$ cat config.mk
export PLATFORM = sky130hd
export DESIGN_NAME = rx
export DESIGN_NICKNAME = d
export VERILOG_FILES = /design/src/rtl/uart_pkg.sv /design/src/rtl/uart_rx_sync.sv /design/src/rtl/rx.sv
export SDC_FILE = /design/constraint.sdc
export NUM_CORES = 1
export LEC_CHECK = 0
export CAP_MARGIN = 20
export CELL_PAD_IN_SITES_DETAIL_PLACEMENT = 0
export CELL_PAD_IN_SITES_GLOBAL_PLACEMENT = 1
export CORE_MARGIN = 3
export CORE_UTILIZATION = 25
export DETAILED_ROUTE_END_ITERATION = 8
export GPL_TIMING_DRIVEN = 0
export PLACE_DENSITY = 0.49
export SLEW_MARGIN = 20
export SYNTH_ARGS = -nofsm -noshare
export SYNTH_HDL_FRONTEND = slang
export SYNTH_SLANG_ARGS = --single-unit
$ cat constraint.sdc
create_clock -name clock -period 2.3 [get_ports clock]
set_input_delay 0.46 -clock clock [delete_from_list [all_inputs] [get_ports clock]]
set_output_delay 0.46 -clock clock [all_outputs]
set_load 0.05 [all_outputs]
$ cat src/rtl/uart_pkg.sv
// Framing constants and receiver state encoding shared by the UART rx and tx ends.
package uart_pkg;

    localparam logic [2:0] IDLE  = 3'd0;
    localparam logic [2:0] START = 3'd1;
    localparam logic [2:0] DATA  = 3'd2;
    localparam logic [2:0] STOP  = 3'd3;
    localparam logic [2:0] BREAK = 3'd4;

    localparam int FRAME_BITS = 10;
    localparam int DATA_BITS  = 8;

    localparam logic START_LVL = 1'b0;
    localparam logic STOP_LVL  = 1'b1;
    localparam logic IDLE_LVL  = 1'b1;

    typedef enum logic [2:0] {
        ST_IDLE  = IDLE,
        ST_START = START,
        ST_DATA  = DATA,
        ST_STOP  = STOP,
        ST_BREAK = BREAK
    } rx_state_e;

endpackage

$ cat src/rtl/uart_rx_sync.sv
// Two-flop synchronizer for the serial line, resetting to the idle level.
// Only compiled when RX_SYNC_EN is defined; the default build has no use for it.
`ifdef RX_SYNC_EN
module uart_rx_sync
    import uart_pkg::*;
(
    input  logic clock,
    input  logic reset,
    input  logic din,
    output logic dout
);

    logic meta_q, meta_d;
    logic sync_q, sync_d;

    always_comb begin
        meta_d = din;
        sync_d = meta_q;
    end

    always_ff @(posedge clock or posedge reset) begin
        if (reset) begin
            meta_q <= IDLE_LVL;
            sync_q <= IDLE_LVL;
        end else begin
            meta_q <= meta_d;
            sync_q <= sync_d;
        end
    end

    assign dout = sync_q;

endmodule
`endif

$ cat src/rtl/rx.sv
// UART receiver: 8N1 frames, mid-bit sampling, one-cycle data_valid / frame_err pulses.
// Define RX_SYNC_EN to pass rx_in through a 2-flop synchronizer (adds 2 cycles of latency).
module rx
    import uart_pkg::*;
#(
    parameter int CLKS_PER_BIT = 1
) (
    input  logic       clock,
    input  logic       reset,
    input  logic       rx_in,
    output logic [7:0] data_out,
    output logic       data_valid,
    output logic       frame_err,
    output logic       busy,
    output logic [2:0] state_dbg
);

    localparam int            CW   = $clog2(CLKS_PER_BIT) + 1;
    localparam logic [CW-1:0] HALF = CW'((CLKS_PER_BIT - 1) / 2);
    localparam logic [CW-1:0] LAST = CW'(CLKS_PER_BIT - 1);

    logic rx_s;

`ifdef RX_SYNC_EN
    uart_rx_sync u_sync (
        .clock (clock),
        .reset (reset),
        .din   (rx_in),
        .dout  (rx_s)
    );
`else
    assign rx_s = rx_in;
`endif

    rx_state_e     state_q, state_d;
    logic [CW-1:0] clk_cnt_q, clk_cnt_d;
    logic [2:0]    bit_idx_q, bit_idx_d;
    logic [7:0]    shreg_q, shreg_d;
    logic [7:0]    data_out_q, data_out_d;
    logic          data_valid_q, data_valid_d;
    logic          frame_err_q, frame_err_d;
    logic          busy_q, busy_d;

    always_comb begin
        state_d      = state_q;
        clk_cnt_d    = clk_cnt_q;
        bit_idx_d    = bit_idx_q;
        shreg_d      = shreg_q;
        data_out_d   = data_out_q;
        data_valid_d = 1'b0;
        frame_err_d  = 1'b0;

        case (state_q)
            ST_IDLE: begin
                if (rx_s == START_LVL) begin
                    // With HALF=0 the detection cycle already is the mid-start sample.
                    if (HALF == '0) begin
                        state_d   = ST_DATA;
                        clk_cnt_d = '0;
                        bit_idx_d = '0;
                    end else begin
                        state_d   = ST_START;
                        clk_cnt_d = CW'(1);
                    end
                end
            end
            ST_START: begin
                if (clk_cnt_q == HALF) begin
                    clk_cnt_d = '0;
                    bit_idx_d = '0;
                    state_d   = (rx_s == START_LVL) ? ST_DATA : ST_IDLE;
                end else begin
                    clk_cnt_d = clk_cnt_q + CW'(1);
                end
            end
            ST_DATA: begin
                if (clk_cnt_q == LAST) begin
                    shreg_d   = {rx_s, shreg_q[7:1]};
                    clk_cnt_d = '0;
                    if (bit_idx_q == 3'(DATA_BITS - 1)) begin
                        state_d = ST_STOP;
                    end else begin
                        bit_idx_d = bit_idx_q + 3'd1;
                    end
                end else begin
                    clk_cnt_d = clk_cnt_q + CW'(1);
                end
            end
            ST_STOP: begin
                if (clk_cnt_q == LAST) begin
                    clk_cnt_d = '0;
                    if (rx_s == STOP_LVL) begin
                        data_out_d   = shreg_q;
                        data_valid_d = 1'b1;
                        state_d      = ST_IDLE;
                    end else begin
                        frame_err_d = 1'b1;
                        state_d     = ST_BREAK;
                    end
                end else begin
                    clk_cnt_d = clk_cnt_q + CW'(1);
                end
            end
            ST_BREAK: begin
                // A held-low line must return high before a new start can be seen.
                if (rx_s == IDLE_LVL) begin
                    state_d = ST_IDLE;
                end
            end
            default: state_d = ST_IDLE;
        endcase

        busy_d = (state_d != ST_IDLE);
    end

    always_ff @(posedge clock or posedge reset) begin
        if (reset) begin
            state_q      <= ST_IDLE;
            clk_cnt_q    <= '0;
            bit_idx_q    <= '0;
            shreg_q      <= '0;
            data_out_q   <= '0;
            data_valid_q <= 1'b0;
            frame_err_q  <= 1'b0;
            busy_q       <= 1'b0;
        end else begin
            state_q      <= state_d;
            clk_cnt_q    <= clk_cnt_d;
            bit_idx_q    <= bit_idx_d;
            shreg_q      <= shreg_d;
            data_out_q   <= data_out_d;
            data_valid_q <= data_valid_d;
            frame_err_q  <= frame_err_d;
            busy_q       <= busy_d;
        end
    end

    assign data_out   = data_out_q;
    assign data_valid = data_valid_q;
    assign frame_err  = frame_err_q;
    assign busy       = busy_q;
    assign state_dbg  = state_q;

endmodule

# Word level (Yosys, flattened, before mapping)
# Cells that the tools add are included.
word_totals:
  ram_bits: 0
  input_bits: 3
  mem_count: 0
  out_inout_bits: 14
  mem_bits_ro: 0
  regBits: 26
  latchBits: 0
  wordCells: 52
classes:
  n_bitwise: 1
  eq_ne: 9
  order_cmp: 0
  add_sub_neg: 2
  mux: 23
  div: 0
  mul: 0
  reduce_logical: 9
  shifts: 0
ops:
  columns: ["operator", "count"]
  rows:
  - ["$mux W3", 11]
  - ["$pmux W3 S5", 1]
  - ["$pmux W3 S3", 1]
  - ["$mux W1", 8]
  - ["$ne A2 B2 Y1 const B", 4]
  - ["$eq A3 B2 Y1 const B", 2]
  - ["$eq A3 B3 Y1 const B", 2]
  - ["$reduce_bool A3 Y1", 2]
  - ["$reduce_and A5 Y1", 1]
  - ["$reduce_and A2 Y1", 2]
  - ["$add A3 B1 Y3 const B", 1]
  - ["$eq A3 B1 Y1 const B", 1]
  - ["$logic_not A3 Y1", 1]
  - ["$reduce_and A3 Y1", 1]
  - ["$reduce_or A3 Y1", 1]
  - ["$mux W2", 1]
  - ["$pmux W1 S2", 1]
  - ["$reduce_bool A2 Y1", 1]
  - ["$add A1 B1 Y1 const B", 1]
  - ["$not A1 Y1", 1]

# Logic depth before layout (Yosys ltp)
# Gate-level depths: netlist (run 1).
depth:
  word_depth: 5
  ltp_mapped: 5
  mapped_depth_nobuf: 5

# Worst setup path before layout (run 1)
# OpenSTA, ideal clock, no wires.
synth_path:
  path_kind: "reg2reg"
  from: "reg state_q[1] (netlist: state_dbg[1])"
  to: "reg shreg_q[0]"
  slack_ns: 0.604
  setup_time_ns: 0.128
  period_less_slack_ns: 1.696
  arrival_time_ns: 1.568
  stages_incl_launch_ff: 5
  n_path_buf: 2
  required_ns: 2.172
  cell_sequence: "dfrtp_1 > buf_2 > nor3b_2 > buf_4 > mux2_1"
synth_between:
  elab_chain_len: 2
synth_rtl:
  columns: ["item", "line", "source"]
  rows:
  - ["start: declaration", "rx.sv:35", "rx_state_e state_q, state_d;"]
  - ["start signal: assignment", "rx.sv:127", "state_q <= state_d;"]
  - ["$eq A3 B2 Y1", "rx.sv:53", "case (state_q)"]
  - ["$reduce_and A2 Y1 (no source line)", null, null]
  - ["end signal: assignment", "rx.sv:130", "shreg_q <= shreg_d;"]
  - ["end: declaration", "rx.sv:38", "logic [7:0] shreg_q, shreg_d;"]
# Every way passes these cells.
# A chain may end at the register's enable or synchronous reset.

# Worst setup path after layout (run 1)
layout_path:
  from: "reg state_q[0] (netlist: state_dbg[0])"
  to: "out state_dbg[0]"
layout_rtl:
  columns: ["item", "line", "source"]
  rows:
  - ["end: declaration", "rx.sv:15", "output logic [2:0] state_dbg"]
# No word-level cell between the ends.

==> results of run 1 <==
==> final cells by class <==
type	count	share of cell area
sequential	25	0.474
multi-input combinational	37	0.280
timing repair buffer	17	0.142
tap	48	0.0455
clock buffer	3	0.0313
inverter	4	0.0114
buffer	2	0.00949
clock inverter	1	0.00569
==> cells by family after synthesis <==
kind of cell,count (synthesis)
buffers and inverters,6
AO/OA/AOI/OAI,3
adder cells (fa/ha/maj),2
flip-flops,25
multiplexers,19
AND/OR/NAND/NOR,13
==> worst max-delay path by stage <==
| stage | start | endpoint | slack [ns] | cells after the start |
|---|---|---|---|---|
| after global placement | rx_in | data_out[3] | 0.41 | 3 |
| after global routing | state_dbg[0] | state_dbg[0] | 0.10 | 1 |
| after CTS | state_dbg[0] | state_dbg[0] | 0.14 | 1 |
| after floorplan | state_dbg[1] | shreg_q[0] | 0.60 | 4 |
| after detailed placement | rx_in | data_out[2] | 0.41 | 3 |
| final | state_dbg[0] | state_dbg[0] | 0.16 | 1 |
==> synthesized netlist by cell type <==
| cell type | n |
|---|---|
| dfrtp_1 | 25 |
| mux2_1 | 12 |
| mux2_2 | 5 |
| inv_1 | 4 |
| a21oi_2 | 2 |
| ha_1 | 2 |
| mux2i_1 | 2 |
| nand2_1 | 2 |
| nor2_1 | 2 |
| a211oi_1 | 1 |
| and2_1 | 1 |
| buf_2 | 1 |
| buf_4 | 1 |
| nand2b_1 | 1 |
| nand3b_1 | 1 |
| nand4b_4 | 1 |
| nor2b_1 | 1 |
| nor3b_2 | 1 |
| nor4b_2 | 1 |
| or2_1 | 1 |
| or3b_1 | 1 |
==> stage by stage <==
stage                     utilization  hold WS, ns  instances  setup WS [ns]  power (mW)
after detailed placement        0.327        0.478        132          0.407        1.80
after global routing            0.347        0.533        137          0.101        2.19
after CTS                       0.340        0.503        136          0.137        2.07
after floorplan                     -        0.450         68          0.604        1.49
final                           0.347        0.495        137          0.162        2.03
after global placement          0.327        0.470        132          0.413        1.77
==> placed cells by master, fill, tap and decap left out, types with 2 or more instances in the layout <==
cell type | Yosys | routed
clkbuf_8 | 0 | 3
mux2_1 | 12 | 12
ha_1 | 2 | 2
nor2_1 | 2 | 2
dfrtp_1 | 25 | 25
clkdlybuf4s50_1 | 0 | 16
inv_1 | 4 | 4
nand2_1 | 2 | 2
mux2_2 | 5 | 5
a21oi_2 | 2 | 2
mux2i_1 | 2 | 2
==> layer usage <==
metal	global-route usage	up-vias	part of all wire
li1	-	280	-
met4	0.0319	0	0.0097
met3	0.0216	2	0.046
met2	0.128	10	0.47
met1	0.107	296	0.47
met5	0	-	0
==> flip-flops by register name (all words and copies together), names as in the netlist <==
signal,flops
data_out,8
shreg_q,8
bit_idx_q,3
state_dbg,3
busy,1
data_valid,1
frame_err,1
==> power by group through the flow <==
stage | combinational (mW) | clock, mW | sequential [mW]
2_1_floorplan | 0.442 | 0 | 1.05
3_3_place_gp | 1.01 | 0 | 0.761
3_5_place_dp | 1.03 | 0 | 0.768
4_1_cts | 1.03 | 0.281 | 0.757
5_1_grt | 1.10 | 0.298 | 0.785
6_report | 1.01 | 0.267 | 0.750
==> impl_summary.md, run 1 <==
Synthesis
Of the total synthesized cell area, the portion taken by AND, OR, NAND and NOR gates is 0.105. After synthesis, the cell types taking the most area are dfrtp_1, mux2_1, mux2_2. The complex-gate fraction of the synthesized area is 0.0245. The mapped netlist covers 0.00102 sq mm.

The post-synthesis net count is 73. After synthesis, the mean cell area works out to 15.0 sq um. The proportion of netlist area held by the largest area contributor is 0.612. The share of synthesized area occupied by flip-flops and latches is 0.612. Summed over all instances, the cell type with the most area after synthesis is dfrtp_1.

Counting distinct cell types in the post-synthesis netlist gives 21. For this run, the number of Yosys warnings is 0. The post-synthesis share of cell area spent on full adders, half adders and majority gates is 0.0245. The combinational family with the most area after synthesis is multiplexers.

Synthesis inferred 25 register bits. Of the total synthesized cell area, the portion taken by XOR and XNOR cells is 0. The cell count after synthesis is 68. After synthesis, the share of cell area in mux cells is 0.207.

Floorplan
The chip height is 69.9 microns. The die outline area is 0.00489 sq mm. Pin placement for this block handled 17 I/O pins. Measured along the x axis, the die boundary spans 69.9 microns.

In this run the core area contains 22 standard-cell rows. The core outline area is 0.00380 sq mm. The effective utilization at floorplan is 0.269.

Worst setup path
Of all nets on the critical path, the largest fanout is 8. The maximum cell stage delay along the critical path is 0.87 ns. For the worst setup path, the data arrival time is 1.68 ns. Walking the worst path, the cells encountered are clkdlybuf4s50_1.

The worst register-to-register path has a depth of 5. The slowest cell on the critical path is clkdlybuf4s50_1. The origin of the critical flop-to-flop path is bit_idx_q[0]. By startpoint and endpoint, the worst setup path is classified as register to output pin. The worst setup path is captured at an output pin. On the critical path the largest part of the delay comes from buffers and inverters. The buffers plus inverters on the worst setup path is 1. The critical register-to-register path endpoint is bit_idx_q[0]. STA classifies the critical path startpoint as a register. The data required time at the worst endpoint is 1.84 ns.

The worst-case register-to-register setup slack is 0.73 ns.

Power and ir drop
The share of total power in sequential cells is 0.370. Cell internal power was estimated by the tool at 1.19 mW. The peak supply drop is 0.000422 V. In this run the power spent charging and discharging nets is 0.837 mW. In this run the power density over the cells is 1540 mW/mm^2. The logic gate share of total power is 0.499.

The relative contribution of the clock network to total power is 0.131. In this run the static leakage power is 0.598 nW. The share of total power consumed by net switching is 0.413.

Route
The aggregate routed wire length is 1750 microns. In the routed design, unresolved DRC markers number 0. In this run the remaining antenna-violating nets after routing total 0. The routed wirelength normalized by instance count is 12.8 microns.

The first detailed-routing pass ran for 2 iterations. The via count normalized by instance count is 4.29. Across all layers, the routed design uses 588 vias. In this run, the number of DRC markers left after iteration 0 of detailed routing was 16.

Clocking
The CTS clock-pin slew for the worst setup and hold paths is 0.09 ns. The clock passes through at most 2 buffers. After clock tree synthesis, the setup repair step added 0 buffers.

TritonCTS built the clock tree. After clock tree synthesis, the flow added hold-fix buffers numbering 0. The clock network latency to the later pin of the worst-skew pair is 0.27 ns.

The clock root buffer is clkbuf_8. In this run, post-CTS repair resized a total of 0 instances. The number of buffers created by CTS is 3. The total number of H-tree levels is 1. For this design, the sink count on the clock tree is 25.

Place
At the end of routability-driven placement, the weighted congestion stood at 0.655. Port buffering added 16 buffers. The instance area after placement is 0.00124 sq mm. Detailed placement finished with a half-perimeter wire length of 1200 microns.

Cells and area
The area taken by multi-input logic gates is 369 sq um. Of the cells placed in the final design, the portion with a size suffix greater than 1 is 0.191. The antenna diode count is 0. The relative area change from synthesis to final layout is 29.0%. The register cell area after layout is 626 sq um. Summing all non-filler instances in the final layout gives an area of 0.00132 sq mm. The filler cell count in the final layout is 393. The count of nets after finishing is 95.

Worst hold path
In this run the most critical hold path is launched from shreg_q[0]. Counting instances, the worst hold path has a depth of 1. The worst hold path terminates at shreg_q[0]. The path class of the tightest hold or removal check is register to register.

Global route
Global routing finished with a remaining overflow of 0. The initial antenna violation count was 0. The combined global-route utilization of all metal layers is 0.0815.

The first global-routing pass estimated 3200 microns of wire. The largest net degree at the start of global routing is 26. The number of global-route vias before repair came to 649.

STA
The transition time at the pin with the least slew margin is 0.497 ns. Setup total negative slack on the finished layout was measured at 0 ns. Setup repair after global routing left no endpoint under its margin. Between clock sinks in the finished design, the worst skew comes to 0.00343 ns.

The shortest period the worst path allows is 2.14 ns. Setup violations remaining at the end of the flow were counted as 0. The number of max-slew violations in the final report is 0.

Derived from the worst setup path, the maximum achievable clock frequency is 0.468 GHz. The final-report hold violation count is 0. The relative slew slack is 0.668.

Of the available clock period, the critical path in the final layout requires 0.930.

Run
Max-cap violations in this run came to 0.

Run status
The run finished with clean final reports.
Note: power is estimated with default switching activity, not from simulation.
==> run 2: changes to the inputs <==
REMOVE_ABC_BUFFERS = 1   (was not set)
==> run 2 against run 1 <==
Effect of this change: combinational power fell by 5%; worst hold slack got worse by 0.0068 ns; global-route usage fell by 0.70 points; non-clock buffer count fell by 3; via count fell by 4.3%; maximum frequency fell by 0.19%; clock skew fell by 0.00054 ns; worst setup slack got worse by 0.0041 ns; critical path depth did not move; critical endpoint unchanged; largest cell class unchanged.
==> impl_summary.md, run 2 (synthesis gave the netlist of run 1 again) <==
Power and ir drop
For this design the total switching power over the nets is 0.823 mW. The final total power is 1.99 mW. The share of total power dissipated in combinational logic is 0.482.

The share of total power dissipated in the clock network is 0.130. In this run the power density over the cells is 1560 mW/mm^2. The share of total power consumed by net switching is 0.414. The peak supply drop is 0.000488 V. In this run the static leakage power is 0.576 nW. The share of total power dissipated in sequential elements is 0.387. Cell internal power was estimated by the tool at 1.16 mW.

Worst setup path
The buffers plus inverters on the worst setup path is 1. Walking the worst path, the cells encountered are clkdlybuf4s50_1. The capturing element type of the critical path is an output pin. The largest individual stage delay along the critical path comes from the cell clkdlybuf4s50_1.

The worst setup path is launched from a register. The largest delay contributor family on the critical path is buffers and inverters. For this run, the slowest stage of the critical path takes 0.87 ns. STA puts the critical path data required time at 1.84 ns. STA puts the critical path data arrival time at 1.68 ns. Of all nets on the critical path, the largest fanout is 8. The critical path in this run is classified as register to output pin.

Clocking
Clock-pin slew was measured on the worst setup and hold paths at 0.09 ns. Once the clock tree was built, the setup fixing pass inserted 0 buffers. The number of hold buffers added after CTS is 0. The number of gates resized after CTS was 0. CTS built an H-tree with a depth of 1. At the later pin of the worst-skew pair, clock insertion delay measures 0.26 ns. The number of buffers created by CTS is 3. TritonCTS built the clock tree.

The number of clock sinks is 25. The deepest clock path buffer count is 2. The clock root buffer is clkbuf_8.

Cells and area
The count of nets after finishing is 92. The relative area change from synthesis to final layout is 24.7%. The final instance count without filler cells is 134. Leaving out fill and tap cells, the most frequent cells in the layout are dfrtp_1, clkdlybuf4s50_1, mux2_1, mux2_2. The most common library cell in the layout ignoring fill and taps is dfrtp_1. With fillers left out, the area of the finished cells amounts to 0.00127 sq mm. For this run, the share of the core covered by cells in the final layout is 0.336.

The antenna diode count is 0. Of the cells placed in the final design, the portion with a size suffix greater than 1 is 0.151.

Global route
The number of global-route vias before repair is 616. The met1 layer usage reported by global route is 0.0938. The met3 usage in global routing is 0.0173. The first global-routing pass estimated 2940 microns of wire. In the global route stage, met2 resource usage came out at 0.119. The combined global-route utilization of all metal layers is 0.0745. After global routing, the most crowded layer is met2. Entering global routing, the biggest net connects 26 pins.

The total congestion overflow is 0. The initial antenna violation count came to 0.

Run
Max-cap violations in this run came to 0.

Place
Once placement completed, the tool counted placed cells totaling 130. After legalization and detailed placement, the total HPWL measured 1130 microns. The congestion estimate from routability-driven global placement came to 0.606. The count of buffers inserted at the top-level ports is 16. After detailed placement, the total cell area comes to 0.00123 sq mm. The worst setup slack before clock tree synthesis is 0.392 ns.

Route
In this run, the number of DRC markers left after iteration 0 of detailed routing was 42. The number of vias in the routed layout is 563. The via count normalized by instance count is 4.20. The routed wirelength normalized by instance count is 12.5 microns. The routed design has 1670 microns of wire. In the routed design, unresolved DRC markers number 0. Once detail routing completed, the nets flagged for antenna violations numbered 0.

Before antenna repair, the detailed router went through 2 iterations.

STA
The clock skew is 0.00289 ns. For the final routed database, the setup TNS stands at 0 ns. Headroom to the max-slew limit came out at 0.404. The final-report hold violation count is 0. Setup repair after global routing left no endpoint under its margin. Setup slack closes at 0.158 ns. The timing-limited maximum frequency is 0.467 GHz.

The final hold slack is 0.488 ns. The number of max-slew violations in the final report is 0. In the finished design, the share of the clock period the worst path needs comes to 0.932. The shortest period the worst path allows is 2.14 ns. At the pin with the least slew margin, the transition time is 0.888 ns. Setup violations remaining at the end of the flow were counted as 0.

Floorplan
The die covers 0.00489 sq mm. The chip height is 69.9 microns. The effective utilization at floorplan is 0.269. From left edge to right edge, the die measures 69.9 microns. The core region is 0.00380 sq mm. The I/O pin count is 17. Row generation in the floorplan step produced 22 rows.

Worst hold path
The type of the most critical hold path is register to register.

Run status
The flow ran to the end, and the final reports show no timing, DRC or antenna violations.
==> run 2: cell types whose count changed in the layout (fill, tap and decap cells not counted) <==
cell	before	now
clkinv_1	0	1
buf_2	1	0
clkinvlp_4	1	0
inv_1	4	3
clkbuf_1	0	1
buf_4	1	0
buf_16	1	0
==> run 2: routing by layer <==
| layer | up-vias | part of all wire |
|---|---|---|
| li1 | 267 | - |
| met1 | 280 | 0.49 |
| met2 | 12 | 0.45 |
| met3 | 4 | 0.033 |
| met4 | 0 | 0.025 |
| met5 | - | 0 |
==> run 2: layout make-up <==
cell class                      instances  area (sq um)
Tap cell                               48          60.1
Clock buffer                            4          45.0
Inverter                                4          15.0
Sequential cell                        25           626
Timing Repair Buffer                   16           160
Multi-Input combinational cell         37           369
Fill cell                             380          2520
==> run 2: power groups by stage <==
stage	clock network, mW	logic (mW)	registers (mW)
after floorplan	0	0.401	1.06
after global placement	0	0.961	0.778
after detailed placement	0	0.978	0.781
after CTS	0.268	0.979	0.774
after global routing	0.285	1.04	0.804
final	0.259	0.958	0.769
==> run 2: path summary, 6_finish.rpt <==
| check | start | endpoint | slack, ns | depth (start not counted) |
|---|---|---|---|---|
| setup / recovery | state_dbg[0] | state_dbg[0] | 0.16 | 1 |
| hold / removal | shreg_q[0] | shreg_q[0] | 0.49 | 1 |
| setup reg to reg | state_dbg[1] | shreg_q[6] | 0.52 | 2 |
| hold reg to reg | shreg_q[0] | shreg_q[0] | 0.49 | 1 |
| max in group asynchronous | reset | data_out[2] | 1.30 | 2 |
| min in group asynchronous | reset | data_out[0] | 0.58 | 2 |
